$ cat config.mk
export PLATFORM = sky130hd
export DESIGN_NAME = param_serial_addsub
export DESIGN_NICKNAME = d
export VERILOG_FILES = /design/src/rtl/param_serial_addsub.sv
export SDC_FILE = /design/constraint.sdc
export NUM_CORES = 1
export LEC_CHECK = 0
export ABC_AREA = 0
export CORE_UTILIZATION = 45
export DETAILED_ROUTE_END_ITERATION = 8
export PLACE_DENSITY_LB_ADDON = 0.08
export SKIP_CTS_REPAIR_TIMING = 1
export SLEW_MARGIN = 5
export SYNTH_ARGS = -nofsm -noshare
export SYNTH_HDL_FRONTEND = slang
export SYNTH_SLANG_ARGS = --single-unit
$ cat constraint.sdc
create_clock -name clk -period 2.1 [get_ports clk]
set_input_delay 0.21 -clock clk [delete_from_list [all_inputs] [get_ports clk]]
set_output_delay 0.21 -clock clk [all_outputs]
set_load 0.02 [all_outputs]
$ cat src/rtl/param_serial_addsub.sv
// Multi-cycle adder/subtractor: CHUNK bits per clock, LSB chunk first.
// The carry between chunks is held in a register. The signed-overflow flag
// uses the carry into the top bit, which is tracked inside the last chunk.
//
// state | meaning
// IDLE  | waiting for start; s/cout/ovf hold the last result
// RUN   | one chunk processed per clock; busy=1
// DONE  | single-cycle done pulse; start here chains the next operation
module param_serial_addsub #(
    parameter int WIDTH = 8,
    parameter int CHUNK = 2
) (
    input  logic             clk,
    input  logic             rst_n,
    input  logic             start,
    input  logic             sub,
    input  logic [WIDTH-1:0] a,
    input  logic [WIDTH-1:0] b,
    input  logic             cin,
    output logic             busy,
    output logic             done,
    output logic [WIDTH-1:0] s,
    output logic             cout,
    output logic             ovf
);

    localparam int N  = WIDTH / CHUNK;
    localparam int CW = (N > 1) ? $clog2(N) : 1;
    localparam logic [CW-1:0] LAST = CW'(N - 1);

    // Reject parameter sets that cannot be split into whole chunks.
    generate
        if (WIDTH < 1 || CHUNK < 1 || (WIDTH % CHUNK) != 0) begin : g_bad_cfg
            $error("param_serial_addsub: CHUNK must be >= 1 and divide WIDTH");
        end
    endgenerate

    typedef enum logic [1:0] {
        IDLE = 2'd0,
        RUN  = 2'd1,
        DONE = 2'd2
    } state_t;

    state_t            state_q, state_d;
    logic [CW-1:0]     cnt_q, cnt_d;
    logic              carry_q, carry_d;
    logic [WIDTH-1:0]  a_q, a_d;
    logic [WIDTH-1:0]  b_q, b_d;
    logic [WIDTH-1:0]  res_q, res_d;
    logic [WIDTH-1:0]  s_q, s_d;
    logic              cout_q, cout_d;
    logic              ovf_q, ovf_d;

    logic [CHUNK-1:0]  sum_chunk;
    logic              chunk_cout;
    logic              chunk_cin_msb;
    logic              carry_v;

    // Ripple add of the current low chunk of A and B' plus the carry register.
    always_comb begin
        sum_chunk     = '0;
        chunk_cin_msb = 1'b0;
        carry_v       = carry_q;
        for (int i = 0; i < CHUNK; i++) begin
            if (i == CHUNK - 1) begin
                chunk_cin_msb = carry_v;
            end
            sum_chunk[i] = a_q[i] ^ b_q[i] ^ carry_v;
            carry_v      = (a_q[i] & b_q[i]) | (carry_v & (a_q[i] ^ b_q[i]));
        end
        chunk_cout = carry_v;
    end

    // Next-state and datapath update.
    always_comb begin
        state_d = state_q;
        cnt_d   = cnt_q;
        carry_d = carry_q;
        a_d     = a_q;
        b_d     = b_q;
        res_d   = res_q;
        s_d     = s_q;
        cout_d  = cout_q;
        ovf_d   = ovf_q;

        case (state_q)
            IDLE: begin
                if (start) begin
                    state_d = RUN;
                end
            end
            RUN: begin
                a_d     = a_q >> CHUNK;
                b_d     = b_q >> CHUNK;
                res_d   = (res_q >> CHUNK) | (WIDTH'(sum_chunk) << (WIDTH - CHUNK));
                carry_d = chunk_cout;
                cnt_d   = cnt_q + CW'(1);
                if (cnt_q == LAST) begin
                    s_d     = res_d;
                    cout_d  = chunk_cout;
                    ovf_d   = chunk_cout ^ chunk_cin_msb;
                    state_d = DONE;
                end
            end
            DONE: begin
                state_d = start ? RUN : IDLE;
            end
            default: begin
                state_d = IDLE;
            end
        endcase

        // Capture is shared by IDLE and DONE so back-to-back operations need no gap.
        if (state_q != RUN && start) begin
            a_d     = a;
            b_d     = sub ? ~b : b;
            carry_d = cin ^ sub;
            cnt_d   = '0;
            res_d   = '0;
        end
    end

    // State and datapath registers.
    always_ff @(posedge clk or negedge rst_n) begin
        if (!rst_n) begin
            state_q <= IDLE;
            cnt_q   <= '0;
            carry_q <= 1'b0;
            a_q     <= '0;
            b_q     <= '0;
            res_q   <= '0;
            s_q     <= '0;
            cout_q  <= 1'b0;
            ovf_q   <= 1'b0;
        end else begin
            state_q <= state_d;
            cnt_q   <= cnt_d;
            carry_q <= carry_d;
            a_q     <= a_d;
            b_q     <= b_d;
            res_q   <= res_d;
            s_q     <= s_d;
            cout_q  <= cout_d;
            ovf_q   <= ovf_d;
        end
    end

    assign busy = (state_q == RUN);
    assign done = (state_q == DONE);
    assign s    = s_q;
    assign cout = cout_q;
    assign ovf  = ovf_q;

endmodule

==> results.md <==
| Metric | Value | Unit |
| --- | --- | --- |
| Worst R2R Setup Slack | 0.44 | ns |
| Flip-flop and latch count after synthesis | 37 | - |
| Overall track demand over capacity in global routing | 18.4 | % |
| Via count normalized by instance count | 5.00 | - |
| Final count of negative-setup-slack endpoints | 0 | - |
| Required arrival time at the worst endpoint | 1.89 | ns |
| Most used flip-flop cell after synthesis | sky130_fd_sc_hd__dfrtp_1 | - |
| Sequential element share of the synthesized area | 55.1 | % |
| DRT iter0 DRCs | 70 | - |
| Cells traversed along the worst timing path | nand2b_1, inv_2, clkdlybuf4s50_1 | - |
| Final ANT Viol Nets | 0 | - |
| Ys Warns | 0 | - |
| Kind of capture point of the worst setup path | output pin | - |
| Post-synth cell types | 25 | - |
| Worst reg2reg path startpoint | carry_q$_DFFE_PN0P_ | - |
| Worst reg2reg path endpoint | ovf$_DFFE_PN0P_ | - |
| Power spent charging and discharging nets | 1.03 | mW |
| Antenna Cells | 0 | - |
| Max Fclk | 0.559 | GHz |
| Number of design rule violations left after detail routing | 0 | - |
| Horiz. Die Dim | 63.1 | µm |
| Total power per unit cell area | 1370 | mW/mm² |
| IR drop worst, VDD | 678 | µV |
| Half-perimeter wire length after detailed placement | 2250 | µm |
| Number of nets at the end of the flow | 212 | - |
| Avg Inst Size Synth | 11.1 | µm² |
| Start-to-end type of the worst setup path | flop to output pin | - |
| Number of synthesized flops with an enable pin | 0 | - |
| Number of cells produced by synthesis | 152 | - |
| Clock power share | 21.0 | % |
| Global-route wire length before repair | 5550 | µm |
| Biggest area contributors in the synthesized netlist | sky130_fd_sc_hd__dfrtp_1 (55%), sky130_fd_sc_hd__mux2i_1 (8.9%), sky130_fd_sc_hd__o21ai_0 (7.1%) | - |
| Cell at the root of the clock tree | sky130_fd_sc_hd__clkbuf_8 | - |
| Avg WL per Cell | 13.3 | µm |
| Switching Share | 34.9 | % |
| Share of the clock period used by the worst path | 85.2 | % |
| Clock sinks | 37 | - |
| Die Area | 0.00399 | mm² |
| Worst-path maximum fanout | 3 | - |
| Share of the synthesized area in the top cell type | 55.1 | % |
| Vias in the first global route | 1178 | - |
| Number of antenna violations at the first check in global routing | 0 | - |
| Number of max-cap violations | 0 | - |
| Min cycle time layout | 1.79 | ns |
| Inserted Clock Buffers | 5 | - |
| Sum of overflow across all layers after global routing | 0 | - |
| Hold Violations, Final | 0 | - |
| Measured slew at the worst slew-check pin | 0.512 | ns |
| CTS tree | built | - |
| Placer Congestion | 0.819 | - |
| Core area | 0.00347 | mm² |
| Count of boundary I/O pins | 33 | - |
| Mapped Nets | 176 | - |
| Share of cells above drive strength 1 | 10.6 | % |
| Wire length after detailed routing | 3130 | µm |
| Area growth from synthesis to layout | 28.3 | % |
| Maximum level of the CTS H-tree | 2 | - |
| Number of port buffers | 32 | - |
| Cell type contributing the most total cell area after synthesis | sky130_fd_sc_hd__dfrtp_1 | - |
| Starting utilization of the core area | 48.5 | % |
| Synth Cell Area | 0.00168 | mm² |
| Skew final | 0.00716 | ns |
| Kind of path behind the tightest hold check | input pin to async pin | - |
| Worst Setup Start Kind | flop | - |
| Cell area after layout | 0.00216 | mm² |
| Vias after detailed routing | 1176 | - |
| Crit path largest cell delay | 0.60 | ns |
| Cell Int Power | 1.93 | mW |
| Async set-or-reset flop fraction in the synthesized netlist | 100 | % |
| Highest-delay cell along the critical path | sky130_fd_sc_hd__clkdlybuf4s50_1 | - |
| Pleak | 1.00 | nW |
| Clock insertion delay at the later pin of the skew report | 0.28 | ns |
| Number of pins with negative max-slew slack in the final report | 0 | - |
| Summed negative setup slack over all endpoints | 0 | ns |
| Most instantiated library cell after synthesis | sky130_fd_sc_hd__dfrtp_1 | - |
| Post-CTS clock slew at the launch and capture registers of the worst setup and hold paths | 0.07 | ns |
| Relative slew slack | 65.7 | % |
| R2R depth | 5 | - |
| Num rows | 21 | - |
| Post-synth top cells | sky130_fd_sc_hd__dfrtp_1 (37), sky130_fd_sc_hd__nand2_1 (27), sky130_fd_sc_hd__o21ai_0 (24) | - |
| RSZ-0062 raised after global routing | no | - |
| Placed Area | 0.00204 | mm² |
| Largest buffer count on any clock path | 2 | - |
| Relative contribution of sequential cells to total power | 40.1 | % |
| Part of the power in combinational logic | 38.9 | % |
| 1st-pass router iterations | 4 | - |
| Overall die height | 63.1 | µm |
| Data arrival at the endpoint of the critical path | 1.58 | ns |
| Maximum number of pins on one net before global-route repair | 38 | - |
| Run status | finished, final reports clean | - |
[cell usage in the layout (no fill, tap or decap), drive strengths merged, types with 2 or more instances in the layout]
cell type	netlist	routed
inv	7	7
fa	2	2
o22ai	2	2
dfrtp	37	37
clkdlybuf4s50	0	32
clkbuf	1	7
buf	7	5
mux2i	15	15
mux2	6	6
xnor2	3	3
a21oi	2	2
o21ai	26	26
nand2	27	27
nor2	3	3
xor2	7	7
nand3	2	2
[through the flow]
step	setup slack (ns)	utilization, %	std cells	hold slack, ns	total power, mW
after floorplan	0.512	-	152	-0.0856	1.94
after global placement	0.481	58.8	227	0.459	2.31
after detailed placement	0.439	58.8	227	0.471	2.37
after CTS	0.312	62.2	235	0.352	3.00
after global routing	0.235	62.2	235	0.380	3.21
final	0.310	62.2	235	0.337	2.96
[cells by family (layout without fill, tap and decap cells)]
group                      after synthesis  after routing  synth area share [%]
AOI/OAI and AO/OA                       30             30                  9.08
xor gates and xnor gates                10             10                  5.21
adders and majority gates                3              3                  3.12
buffers and inverters                   16             53                  5.13
DFF                                     37             37                  55.1
muxes                                   21             21                  13.2
and+or+nand+nor                         35             35                  9.23
[how the worst max path moves through the flow]
| stage | from | to | cells after the start |
|---|---|---|---|
| global placement | carry_q$_DFFE_PN0P_ | ovf$_DFFE_PN0P_ | 5 |
| CTS | state_q[1]$_DFFE_PN0P_ | busy | 3 |
| floorplan | carry_q$_DFFE_PN0P_ | ovf$_DFFE_PN0P_ | 5 |
| detailed placement | carry_q$_DFFE_PN0P_ | ovf$_DFFE_PN0P_ | 5 |
| global route | state_q[1]$_DFFE_PN0P_ | busy | 3 |
| finish | state_q[1]$_DFFE_PN0P_ | busy | 3 |
[sequential cells by signal, summed over array words and instances, names as in the netlist]
register / count
cnt_q: 2
b_q: 8
cout: 1
s: 8
a_q: 8
state_q: 2
res_q: 6
carry_q: 1
ovf: 1
[power by group through the flow]
| stage | sequential, mW | clock [mW] | combinational [mW] |
|---|---|---|---|
| after global routing | 1.23 | 0.673 | 1.30 |
| final | 1.19 | 0.624 | 1.15 |
| after global placement | 1.19 | 0 | 1.13 |
| after floorplan | 1.26 | 0 | 0.685 |
| after detailed placement | 1.21 | 0 | 1.17 |
| after CTS | 1.19 | 0.638 | 1.17 |
[layer usage]
| metal | share of wire (%) | GRT usage [%] |
|---|---|---|
| met2 | 50 | 30.1 |
| met3 | 3.9 | 5.80 |
| met5 | 0 | 0 |
| met1 | 44 | 22.7 |
| met4 | 1.4 | 6.98 |
[worst max-delay path, delay by kind of cell, from the launching register on]
family,cells,cell delay [ns]
buffers and inverters,2,0.69
flip-flops,1,0.40
AND/OR/NAND/NOR,1,0.19
[final cells by class]
| class | count | area (µm²) |
|---|---|---|
| Fill cell | 317 | 1310 |
| Sequential cell | 37 | 926 |
| Multi-Input combinational cell | 99 | 669 |
| Timing Repair Buffer | 37 | 358 |
| Clock buffer | 7 | 86.3 |
| Tap cell | 46 | 57.6 |
| Clock inverter | 1 | 30.0 |
| Inverter | 8 | 30.0 |
(Power assumes the default switching activity.)
